<file path="src/rtl/uart_tx_pkg.sv">
// Shared types and line levels for the UART transmit path.
// Parity support is built when UART_TX_PARITY_EN is defined.
package uart_tx_pkg;

    typedef enum logic [2:0] {
        ST_IDLE   = 3'd0,
        ST_ARM    = 3'd1,
        ST_START  = 3'd2,
        ST_DATA   = 3'd3,
        ST_PARITY = 3'd4,
        ST_STOP   = 3'd5
    } tx_state_e;

    localparam logic LINE_IDLE  = 1'b1;
    localparam logic LINE_START = 1'b0;

endpackage

</file>
<file path="src/rtl/uart_tx_strobe_tick_edge.sv">
// Rising-edge detector for the divided bit-rate clock level.
// Shared with the receive path for clock recovery.
module tick_edge (
    input  logic clk_in,
    input  logic rst_n_in,
    input  logic tick_in,
    output logic strobe
);

    logic tick_q;

    always_ff @(posedge clk_in) begin
        if (!rst_n_in) tick_q <= 1'b0;
        else           tick_q <= tick_in;
    end

    assign strobe = tick_in & ~tick_q;

endmodule

</file>
<file path="src/rtl/uart_tx_strobe.sv">
// UART frame transmitter stepped by bit-time strobes from tick_in.
// Define UART_TX_PARITY_EN to append an even-parity bit after the data.
module uart_tx_strobe
    import uart_tx_pkg::*;
#(
    parameter int DATA_BITS = 8,
    parameter int STOP_BITS = 1
) (
    input  logic                 clk_in,
    input  logic                 rst_n_in,
    input  logic                 tick_in,
    input  logic [DATA_BITS-1:0] data_in,
    input  logic                 valid_in,
    output logic                 ready_out,
    output logic                 tx_out,
    output logic                 busy_out
);

    localparam logic [3:0] LAST_BIT  = 4'(DATA_BITS - 1);
    localparam logic [3:0] STOP_LAST = 4'(STOP_BITS);

    tx_state_e            state_q, state_d;
    logic                 tx_q, tx_d;
    logic [DATA_BITS-1:0] sh_q, sh_d;
    logic [3:0]           cnt_q, cnt_d;
    logic                 strobe;
`ifdef UART_TX_PARITY_EN
    logic                 par_q, par_d;
`endif

    tick_edge u_tick_edge (
        .clk_in   (clk_in),
        .rst_n_in (rst_n_in),
        .tick_in  (tick_in),
        .strobe   (strobe)
    );

    always_ff @(posedge clk_in) begin
        if (!rst_n_in) begin
            state_q <= ST_IDLE;
            tx_q    <= LINE_IDLE;
            sh_q    <= '0;
            cnt_q   <= '0;
`ifdef UART_TX_PARITY_EN
            par_q   <= 1'b0;
`endif
        end else begin
            state_q <= state_d;
            tx_q    <= tx_d;
            sh_q    <= sh_d;
            cnt_q   <= cnt_d;
`ifdef UART_TX_PARITY_EN
            par_q   <= par_d;
`endif
        end
    end

    always_comb begin
        state_d = state_q;
        tx_d    = tx_q;
        sh_d    = sh_q;
        cnt_d   = cnt_q;
`ifdef UART_TX_PARITY_EN
        par_d   = par_q;
`endif
        unique case (state_q)
            ST_IDLE: begin
                tx_d = LINE_IDLE;
                if (valid_in) begin
                    sh_d    = data_in;
`ifdef UART_TX_PARITY_EN
                    par_d   = ^data_in;
`endif
                    state_d = ST_ARM;
                end
            end
            ST_ARM: begin
                if (strobe) begin
                    state_d = ST_START;
                    tx_d    = LINE_START;
                end
            end
            ST_START: begin
                if (strobe) begin
                    state_d = ST_DATA;
                    tx_d    = sh_q[0];
                    sh_d    = sh_q >> 1;
                    cnt_d   = 4'd0;
                end
            end
            ST_DATA: begin
                if (strobe) begin
                    if (cnt_q == LAST_BIT) begin
`ifdef UART_TX_PARITY_EN
                        state_d = ST_PARITY;
                        tx_d    = par_q;
`else
                        state_d = ST_STOP;
                        tx_d    = LINE_IDLE;
                        cnt_d   = 4'd1;
`endif
                    end else begin
                        tx_d  = sh_q[0];
                        sh_d  = sh_q >> 1;
                        cnt_d = cnt_q + 4'd1;
                    end
                end
            end
`ifdef UART_TX_PARITY_EN
            ST_PARITY: begin
                if (strobe) begin
                    state_d = ST_STOP;
                    tx_d    = LINE_IDLE;
                    cnt_d   = 4'd1;
                end
            end
`endif
            // the entry strobe already counted as the first stop bit
            ST_STOP: begin
                if (cnt_q == STOP_LAST) begin
                    state_d = ST_IDLE;
                end else if (strobe) begin
                    cnt_d = cnt_q + 4'd1;
                end
            end
            default: begin
                state_d = ST_IDLE;
                tx_d    = LINE_IDLE;
            end
        endcase
    end

    assign tx_out    = tx_q;
    assign ready_out = (state_q == ST_IDLE);
    assign busy_out  = (state_q != ST_IDLE);

endmodule

</file>
<file path="config.mk">
export PLATFORM = sky130hd
export DESIGN_NAME = uart_tx_strobe
export DESIGN_NICKNAME = d
export VERILOG_FILES = /design/src/rtl/uart_tx_pkg.sv /design/src/rtl/uart_tx_strobe_tick_edge.sv /design/src/rtl/uart_tx_strobe.sv
export SDC_FILE = /design/constraint.sdc
export NUM_CORES = 1
export LEC_CHECK = 0
export BUFFER_PORTS_ARGS = -buffer_cell sky130_fd_sc_hd__buf_2
export CORE_ASPECT_RATIO = 1.1
export CORE_UTILIZATION = 44
export CTS_BUF_LIST = sky130_fd_sc_hd__clkbuf_8
export DETAILED_ROUTE_END_ITERATION = 6
export PLACE_DENSITY = 0.76
export SLEW_MARGIN = 0
export SYNTH_ARGS = -nofsm -noshare
export SYNTH_HDL_FRONTEND = slang
export SYNTH_SLANG_ARGS = --single-unit
</file>
<file path="constraint.sdc">
create_clock -name clk_in -period 2.05 [get_ports clk_in]
set_clock_uncertainty 0.15 [all_clocks]
set_input_delay 0.1025 -clock clk_in [delete_from_list [all_inputs] [get_ports clk_in]]
set_output_delay 0.1025 -clock clk_in [all_outputs]
set_load 0.005 [all_outputs]
</file>
=== Yosys cells after proc, flatten, opt, wreduce, memory -nomap -nowiden ===
Cells that the tools add are included.

* Output and inout port bits: 3
* Input bits: 12
* Register bits: 17
* Logic and storage cells: 55

* Add/subtract/negate cells: 1
* Reduce and logical (&&, ||, !) cells: 8
* Multiplexer cells: 23
* Bitwise operators: 3
* Equality and inequality tests: 15

{| class="wikitable"
|+ Operators with widths
! operator !! count
|-
| $mux 8 || 4
|-
| $pmux 8 s3 || 1
|-
| $mux 4 || 5
|-
| $mux 3 || 6
|-
| $ne 2x2->1 const B || 9
|-
| $pmux 3 s5 || 1
|-
| $pmux 4 s3 || 1
|-
| $reduce_and 5->1 || 2
|-
| $reduce_bool 3->1 || 3
|-
| $eq 3x2->1 const B || 2
|-
| $reduce_and 6->1 || 1
|-
| $add 4x1->4 const B || 1
|-
| $eq 4x1->1 const B || 1
|-
| $eq 4x3->1 const B || 1
|-
| $mux 1 || 4
|-
| $pmux 1 s4 || 1
|-
| $reduce_and 4->1 || 1
|-
| $eq 3x1->1 const B || 1
|-
| $eq 3x3->1 const B || 1
|-
| $logic_not 3->1 || 1
|-
| $not 1->1 || 2
|-
| $and 1x1->1 || 1
|}

=== Depth between registers and ports, before layout ===
Gate-level depths: netlist of run 1.

* Word-level depth: 5
* Mapped depth: 6
* Gate-level depth less buffers: 6

=== By module ===
From an unflattened synthesis of run 1, not the netlist that was laid out.

* Cell total of the unflattened synthesis: 119
* Area total of the unflattened synthesis: 1,043.5 µm²

{| class="wikitable"
|+ By module, submodules not included
! module !! cells an instance !! area each (µm²) !! instances !! sequential area each (µm²)
|-
| uart_tx_strobe || 116 || 1,003.5 || 1 || 320.3
|-
| tick_edge || 3 || 40.0 || 1 || 20.0
|}

=== Least setup slack after synthesis of run 1 ===
No wires, ideal clock.

* Path type: register to register
* From: register cnt_q[0]
* To: register sh_q[7]
* Path buffers: 0
* Period minus slack after synthesis: 1.743 ns
* Slack: 0.307 ns
* Arrival time: 1.523 ns
* Cell stages (with the launch flop): 6
* Required time: 1.830 ns
* Library setup time: 0.070 ns
* Cell sequence: dfxtp_1 ha_1 and4b_4 a2bb2oi_2 or4b_1 a21oi_1

* Cells in the longest elaborated chain, start to end: 3

{| class="wikitable"
|+ Ends and longest elaborated chain
! what !! line !! text
|-
| start: declaration || uart_tx_strobe.sv:25 || <nowiki>logic [3:0] cnt_q, cnt_d;</nowiki>
|-
| start signal: assignment || uart_tx_strobe.sv:51 || <nowiki>cnt_q <= cnt_d;</nowiki>
|-
| $eq 4x3->1 || uart_tx_strobe.sv:93 || <nowiki>if (cnt_q == LAST_BIT) begin</nowiki>
|-
| $ne 2x2->1 (no line) || n/a ||
|-
| $reduce_and 5->1 (no line) || n/a ||
|-
| end signal: assignment || uart_tx_strobe.sv:42 || <nowiki>sh_q <= '0;</nowiki>
|-
| end signal: assignment || uart_tx_strobe.sv:50 || <nowiki>sh_q <= sh_d;</nowiki>
|-
| end: declaration || uart_tx_strobe.sv:24 || <nowiki>logic [DATA_BITS-1:0] sh_q, sh_d;</nowiki>
|}

Every way passes these cells.
A chain may end at the register's enable or synchronous reset.

=== Final worst setup path of run 1 ===
* From: register cnt_q[1]
* To: register sh_q[7]

Same word-level chain as after synthesis.

==> results of run 1 <==
[how the worst min path moves through the flow]
stage | endpoint | slack (ns)
after global placement | tx_out$_SDFFE_PN1P_ | 0.18
after floorplan | tx_out$_SDFFE_PN1P_ | 0.01
after CTS | sh_q[7]$_SDFFE_PN0P_ | 0.05
final | sh_q[7]$_SDFFE_PN0P_ | 0.06
after detailed placement | tx_out$_SDFFE_PN1P_ | 0.19
after global routing | sh_q[7]$_SDFFE_PN0P_ | 0.07
[registers in the layout, summed over array words and instances, names as in the netlist]
name and count:
sh_q 8, cnt_q 4, state_q 3, tx_out 1, u_tick_edge.tick_q 1
[cells in the mapped netlist (2+ instances only)]
cell       n
a31oi_1    2
nor2b_1    3
inv_1      3
buf_6      4
a21oi_1   13
nand3b_1   4
ha_1       2
buf_2      2
o22a_1     2
nor2_1     5
nor3_1     3
dfxtp_1   17
o21ai_0    5
and2_1     2
a211o_1    7
nand2_1   18
o21ai_1    7
nand2b_1   2
nand3_1    2
[power groups by stage]
| stage | Combinational (W) | Clock, W | Sequential (W) |
|---|---|---|---|
| after floorplan | 0.000116 | 0 | 0.000367 |
| after global placement | 0.000142 | 0 | 0.000372 |
| after detailed placement | 0.000144 | 0 | 0.000373 |
| after CTS | 0.000149 | 0.000247 | 0.000365 |
| after global routing | 0.000170 | 0.000260 | 0.000368 |
| final | 0.000150 | 0.000243 | 0.000366 |
[cell type report]
type	instances	area (um^2)	share of cell area, %
Multi-Input combinational cell	93	573	50.3
Sequential cell	17	340	29.9
Timing Repair Buffer	22	135	11.9
Clock buffer	3	41.3	3.62
Tap cell	28	35.0	3.07
Inverter	3	11.3	0.988
Clock inverter	1	3.75	0.329
[routing by layer]
metal / routed length (um) / up-vias / share of wire [%] / global-route usage, %
li1: - / 479 / - / -
met4: 25 / 0 / 1.2 / 7.87
met2: 989 / 33 / 46 / 30.9
met3: 110 / 4 / 5.1 / 2.07
met1: 1040 / 429 / 48 / 29.1
met5: 0 / - / 0 / 0
[cells by family after synthesis]
logic type               Yosys count  synth area share, %
AND/OR/NAND/NOR                   46                 24.4
AO/OA/AOI/OAI                     44                 28.7
flip-flops                        17                 33.5
buffers and inverters             12                 10.1
adder cells (fa/ha/maj)            2                 2.46
XOR/XNOR                           1                0.862
[through the flow]
step / setup slack (ns) / hold slack (ns) / std cells / power (W)
final: 0.0901 / 0.0553 / 167 / 0.000759
after CTS: 0.112 / 0.0497 / 167 / 0.000762
after floorplan: 0.307 / 0.0144 / 122 / 0.000483
after detailed placement: 0.143 / 0.192 / 161 / 0.000517
after global placement: 0.183 / 0.183 / 161 / 0.000514
after global routing: 0.0134 / 0.0706 / 167 / 0.000798
[critical path: cells and delay by family (launching register included)]
kind / cells / cell delay [ns]
buf+inv: 1 / 0.19
flops: 1 / 0.34
compound gates: 2 / 0.27
simple gates: 2 / 0.70
fa+ha+maj: 1 / 0.23
==> metrics, run 1 <==
Synth Warn #=0; Vias/cell=5.66; fraction of layout cells with a size suffix above 1=18.0%; core footprint=2080 um^2; Final nets=154; Critical Path Fanout Max=16; largest cells by area after synthesis=dfxtp_1, nand2_1, a21oi_1, a211o_1, buf_6; Clk pin slew, worst setup/hold paths=0.07 ns; die height=52.4 um; final setup fails=0; RR Endpoint=sh_q[7]$_SDFFE_PN0P_; Layout Area Growth over Synthesis=12.2%; DR vias=945; CP max stage cell=or4b_1; FF-to-FF setup slack=0.09 ns; Crit Path Class=flop to flop; Synth Flop Type=dfxtp_1; largest net degree at the start of global routing=18; commonest cells after routing, fill and taps aside=nand2_1, dfxtp_1, buf_2; power share of the combinational group=19.7%; fin. max-slew vios=0; Power per Cell Area=666 nW/um^2; Root Driver=clkbuf_8; Seq cells post-synth=17; Internal=0.000553 W; Antenna Cells=0; Die W=47.8 um; mapped cell area=1020 um^2; arrival time worst endpoint=1.99 ns; vias in the first global route=880; Sw Pwr=0.000206 W; # DRC=0; htree depth=1; Initial Utilization=48.7%; highest clock rate=510 MHz; Total GRT Usage=20.4%; final core occ=54.7%; HP Start=data_in[7]; Initial DRT Pass Iterations=4; TritonCTS buffer count=3; Final Cycle Share=95.6%; placed cell areas=1070 um^2; clock tree buffer depth=2; Syn Area/Cell=8.33 um^2; Seq/Total Area, Yosys=33.5%; max_cap viols=0; FFs w/ async S/R, synth=0%; Clk pwr share=32.1%; Sw Ratio=27.2%; PortBufs=14; Hold Crit Class=primary input to flop; DP HPWL=1500 um; Worst setup EP type=flop; DRT iter0 DRCs=34; Worst Tran Pin Value=0.500 ns; post_cts resized=0; clock latency on the worst-skew pair=0.25 ns; die area=2510 um^2; Site Rows=17; first-pass GRT wire length=3690 um; Ports=15; cell taking the most area after synthesis=dfxtp_1; Period minus WS final=1.96 ns; R2R cell count=6; synth unique cells=38; Fin. Hold Viols=0; Flop pwr share=48.2%; r2r startpoint=cnt_q[1]$_SDFFE_PN0P_; DR WL/cell=13.0 um; syn_nets=136; CP startpoint=cnt_q[1]$_SDFFE_PN0P_; CTS Hold Buffers Added=2; setup TNS=0 ns; Post-DRT Antenna Nets=0; initial antenna violation count=0; Filler cells=212; routed wire length=2160 um; Critical path destination=sh_q[7]$_SDFFE_PN0P_; peak supply drop=590 uV; Post-CTS Setup Repair Bufs=0; Design Area, Final=1140 um^2; CP Data Required Time=2.08 ns; Leak=0.464 nW; outcome=completed; Sink Count=17; Relative slew margins=66.6%; gr ovfl total=0; Startpoint Class=flop; Cells after Synth=122; hold path depth=3; Yosys top cell area share=33.5%; gpl congestion=0.860; commonest non-fill, non-tap cell in the layout=nand2_1; RSZ-0062 raised after global routing=no; crit-path cells=ha_1, and4b_4, a2bb2oi_2, buf_4, or4b_1, a21oi_1; Crit path largest cell delay=0.47 ns; CTS tree=yes; Post-synth EDFFs=0
Power figures use the tool's default switching activity.
==> run 2: changes to the inputs <==
ABC_CLOCK_PERIOD_IN_PS = 2050   (was unset)
CORE_ASPECT_RATIO = 1.5   (was 1.1)
==> metrics, run 2 (same netlist as run 1, synthesis figures left out) <==
outcome=completed (unchanged); # placed instances=156 (was 161); Top reg by flops=sh_q (unchanged); Vias/cell=6.04 (was 5.66); commonest cells after routing, fill and taps aside=nand2_1, dfxtp_1, buf_2 (unchanged); Design Area, Final=1140 um^2 (about the same); Worst Tran Pin Value=0.479 ns (was 0.500 ns); Layout Area Growth over Synthesis=11.9% (was 12.2%); Filler cells=217 (was 212); max_cap viols=0 (unchanged); PortBufs=14 (unchanged); die area=2510 um^2 (about the same); routed wire length=2270 um (was 2160 um); Initial DRT Pass Iterations=4 (unchanged); Ports=15 (unchanged); Sink Count=17 (unchanged); CP max stage cell=or4b_1 (unchanged); crit-path cells=ha_2, and4b_4, a2bb2oi_2, buf_4, or4b_1, a21oi_1 (was ha_1, and4b_4, a2bb2oi_2, buf_4, or4b_1, a21oi_1); gpl congestion=0.917 (was 0.860); setup TNS=0 ns (unchanged); DR WL/cell=14.0 um (was 13.0 um); RSZ-0062 raised after global routing=no (unchanged); peak supply drop=300 uV (was 590 uV); Fin. Hold Viols=0 (unchanged); gr ovfl total=0 (unchanged); Bufs and invs on worst path=1 (unchanged); Regs by FF count=sh_q: 8 flops, cnt_q: 4 flops, state_q: 3 flops (unchanged); Clk pin slew, worst setup/hold paths=0.07 ns (about the same); clock latency on the worst-skew pair=0.26 ns (was 0.25 ns); arrival time worst endpoint=1.95 ns (was 1.99 ns); Crit path largest cell delay=0.46 ns (was 0.47 ns); DR vias=978 (was 945); Relative slew margins=68.0% (was 66.6%); Leak=0.460 nW (was 0.464 nW); CTS tree=yes (unchanged); Hold Crit Class=primary input to flop (unchanged); htree depth=1 (unchanged); CP Data Required Time=2.09 ns (was 2.08 ns); Die W=41.2 um (was 47.8 um); clock tree buffer depth=2 (unchanged); die height=60.9 um (was 52.4 um); Root Driver=clkbuf_8 (unchanged); vias in the first global route=898 (was 880); hold_ws=0.0368 ns (was 0.0553 ns); # DRC=0 (unchanged); FF-to-FF setup slack=0.14 ns (was 0.09 ns); final setup fails=0 (unchanged); Site Rows=21 (was 17); largest net degree at the start of global routing=17 (was 18); TritonCTS buffer count=3 (unchanged); DP HPWL=1610 um (was 1500 um); Power per Cell Area=676 nW/um^2 (was 666 nW/um^2); Crit Path Class=flop to flop (unchanged); Antenna Cells=0 (unchanged); CP Depth=6 (unchanged); Startpoint Class=flop (unchanged); fraction of layout cells with a size suffix above 1=19.4% (was 18.0%); hold path depth=3 (unchanged); HP Start=data_in[7] (unchanged); fin. max-slew vios=0 (unchanged); Non-Filler Instances=162 (was 167); Post-DRT Antenna Nets=0 (unchanged); Initial Utilization=46.0% (was 48.7%); Critical Path Fanout Max=16 (unchanged); Period minus WS final=1.91 ns (was 1.96 ns); Crit path max-delay family=simple AND/OR/NAND/NOR gates (unchanged); initial antenna violation count=0 (unchanged); placed cell areas=1070 um^2 (about the same); Worst setup EP type=flop (unchanged); RR Endpoint=sh_q[7]$_SDFFE_PN0P_ (unchanged); final core occ=51.5% (was 54.7%); Final Cycle Share=93.4% (was 95.6%); first-pass GRT wire length=3630 um (was 3690 um); Final nets=154 (unchanged); r2r startpoint=cnt_q[1]$_SDFFE_PN0P_ (unchanged); WHS Endpoint=sh_q[7]$_SDFFE_PN0P_ (unchanged); Post-CTS Setup Repair Bufs=0 (unchanged); R2R cell count=6 (unchanged); highest clock rate=522 MHz (was 510 MHz); DRT iter0 DRCs=46 (was 34); commonest non-fill, non-tap cell in the layout=nand2_1 (unchanged); core footprint=2210 um^2 (was 2080 um^2); Total GRT Usage=21.6% (was 20.4%); max reg flops=8 (unchanged)
run 2: per-stage QoR:
stage	total power (W)	setup WS, ns
floorplan	0.000483	0.307
global placement	0.000511	0.177
detailed placement	0.000518	0.114
CTS	0.000776	0.100
global route	0.000817	0.0228
finish	0.000769	0.136
run 2: worst register-to-register path, stage by stage (launching register included):
cell	delay [ns]
dfxtp_1	0.34
ha_2	0.20
and4b_4	0.22
a2bb2oi_2	0.13
buf_4	0.19
or4b_1	0.47
a21oi_1	0.15
run 2: layer usage:
layer | GRT usage (%) | wire [um]
met1 | 22.8 | 955
met2 | 36.6 | 1150
met3 | 5.49 | 100
met4 | 12.4 | 57
met5 | 0 | 0
run 2: worst max path at each step:
stage / startpoint / endpoint / slack, ns
floorplan: cnt_q[0]$_SDFFE_PN0P_ / sh_q[7]$_SDFFE_PN0P_ / 0.31
global placement: cnt_q[1]$_SDFFE_PN0P_ / sh_q[7]$_SDFFE_PN0P_ / 0.18
detailed placement: cnt_q[1]$_SDFFE_PN0P_ / sh_q[7]$_SDFFE_PN0P_ / 0.11
CTS: cnt_q[1]$_SDFFE_PN0P_ / sh_q[7]$_SDFFE_PN0P_ / 0.10
global route: cnt_q[1]$_SDFFE_PN0P_ / sh_q[7]$_SDFFE_PN0P_ / 0.02
finish: cnt_q[1]$_SDFFE_PN0P_ / sh_q[7]$_SDFFE_PN0P_ / 0.14
run 2: layout make-up:
class / instances / area (um^2) / area share, %
Clock inverter: 1 / 5.00 / 0.440
Sequential cell: 17 / 340 / 29.9
Timing Repair Buffer: 22 / 135 / 11.9
Clock buffer: 3 / 41.3 / 3.63
Inverter: 3 / 11.3 / 0.990
Multi-Input combinational cell: 93 / 576 / 50.6
Tap cell: 23 / 28.8 / 2.53
run 2: repair_timing:
| item | in CTS | in global routing |
|---|---|---|
| setup endpoints to repair | 0 | 1 |
| hold buffers | 2 | 0 |
| gates resized for setup | 0 | 1 |
| hold endpoints to repair | 2 | 0 |
run 2: power breakdown:
| part | internal [W] | leakage [nW] | switching, W |
|---|---|---|---|
| logic | 0.0000651 | 0.295 | 0.0000798 |
| registers | 0.000351 | 0.139 | 0.0000182 |
| clock network | 0.000135 | 0.0255 | 0.000120 |
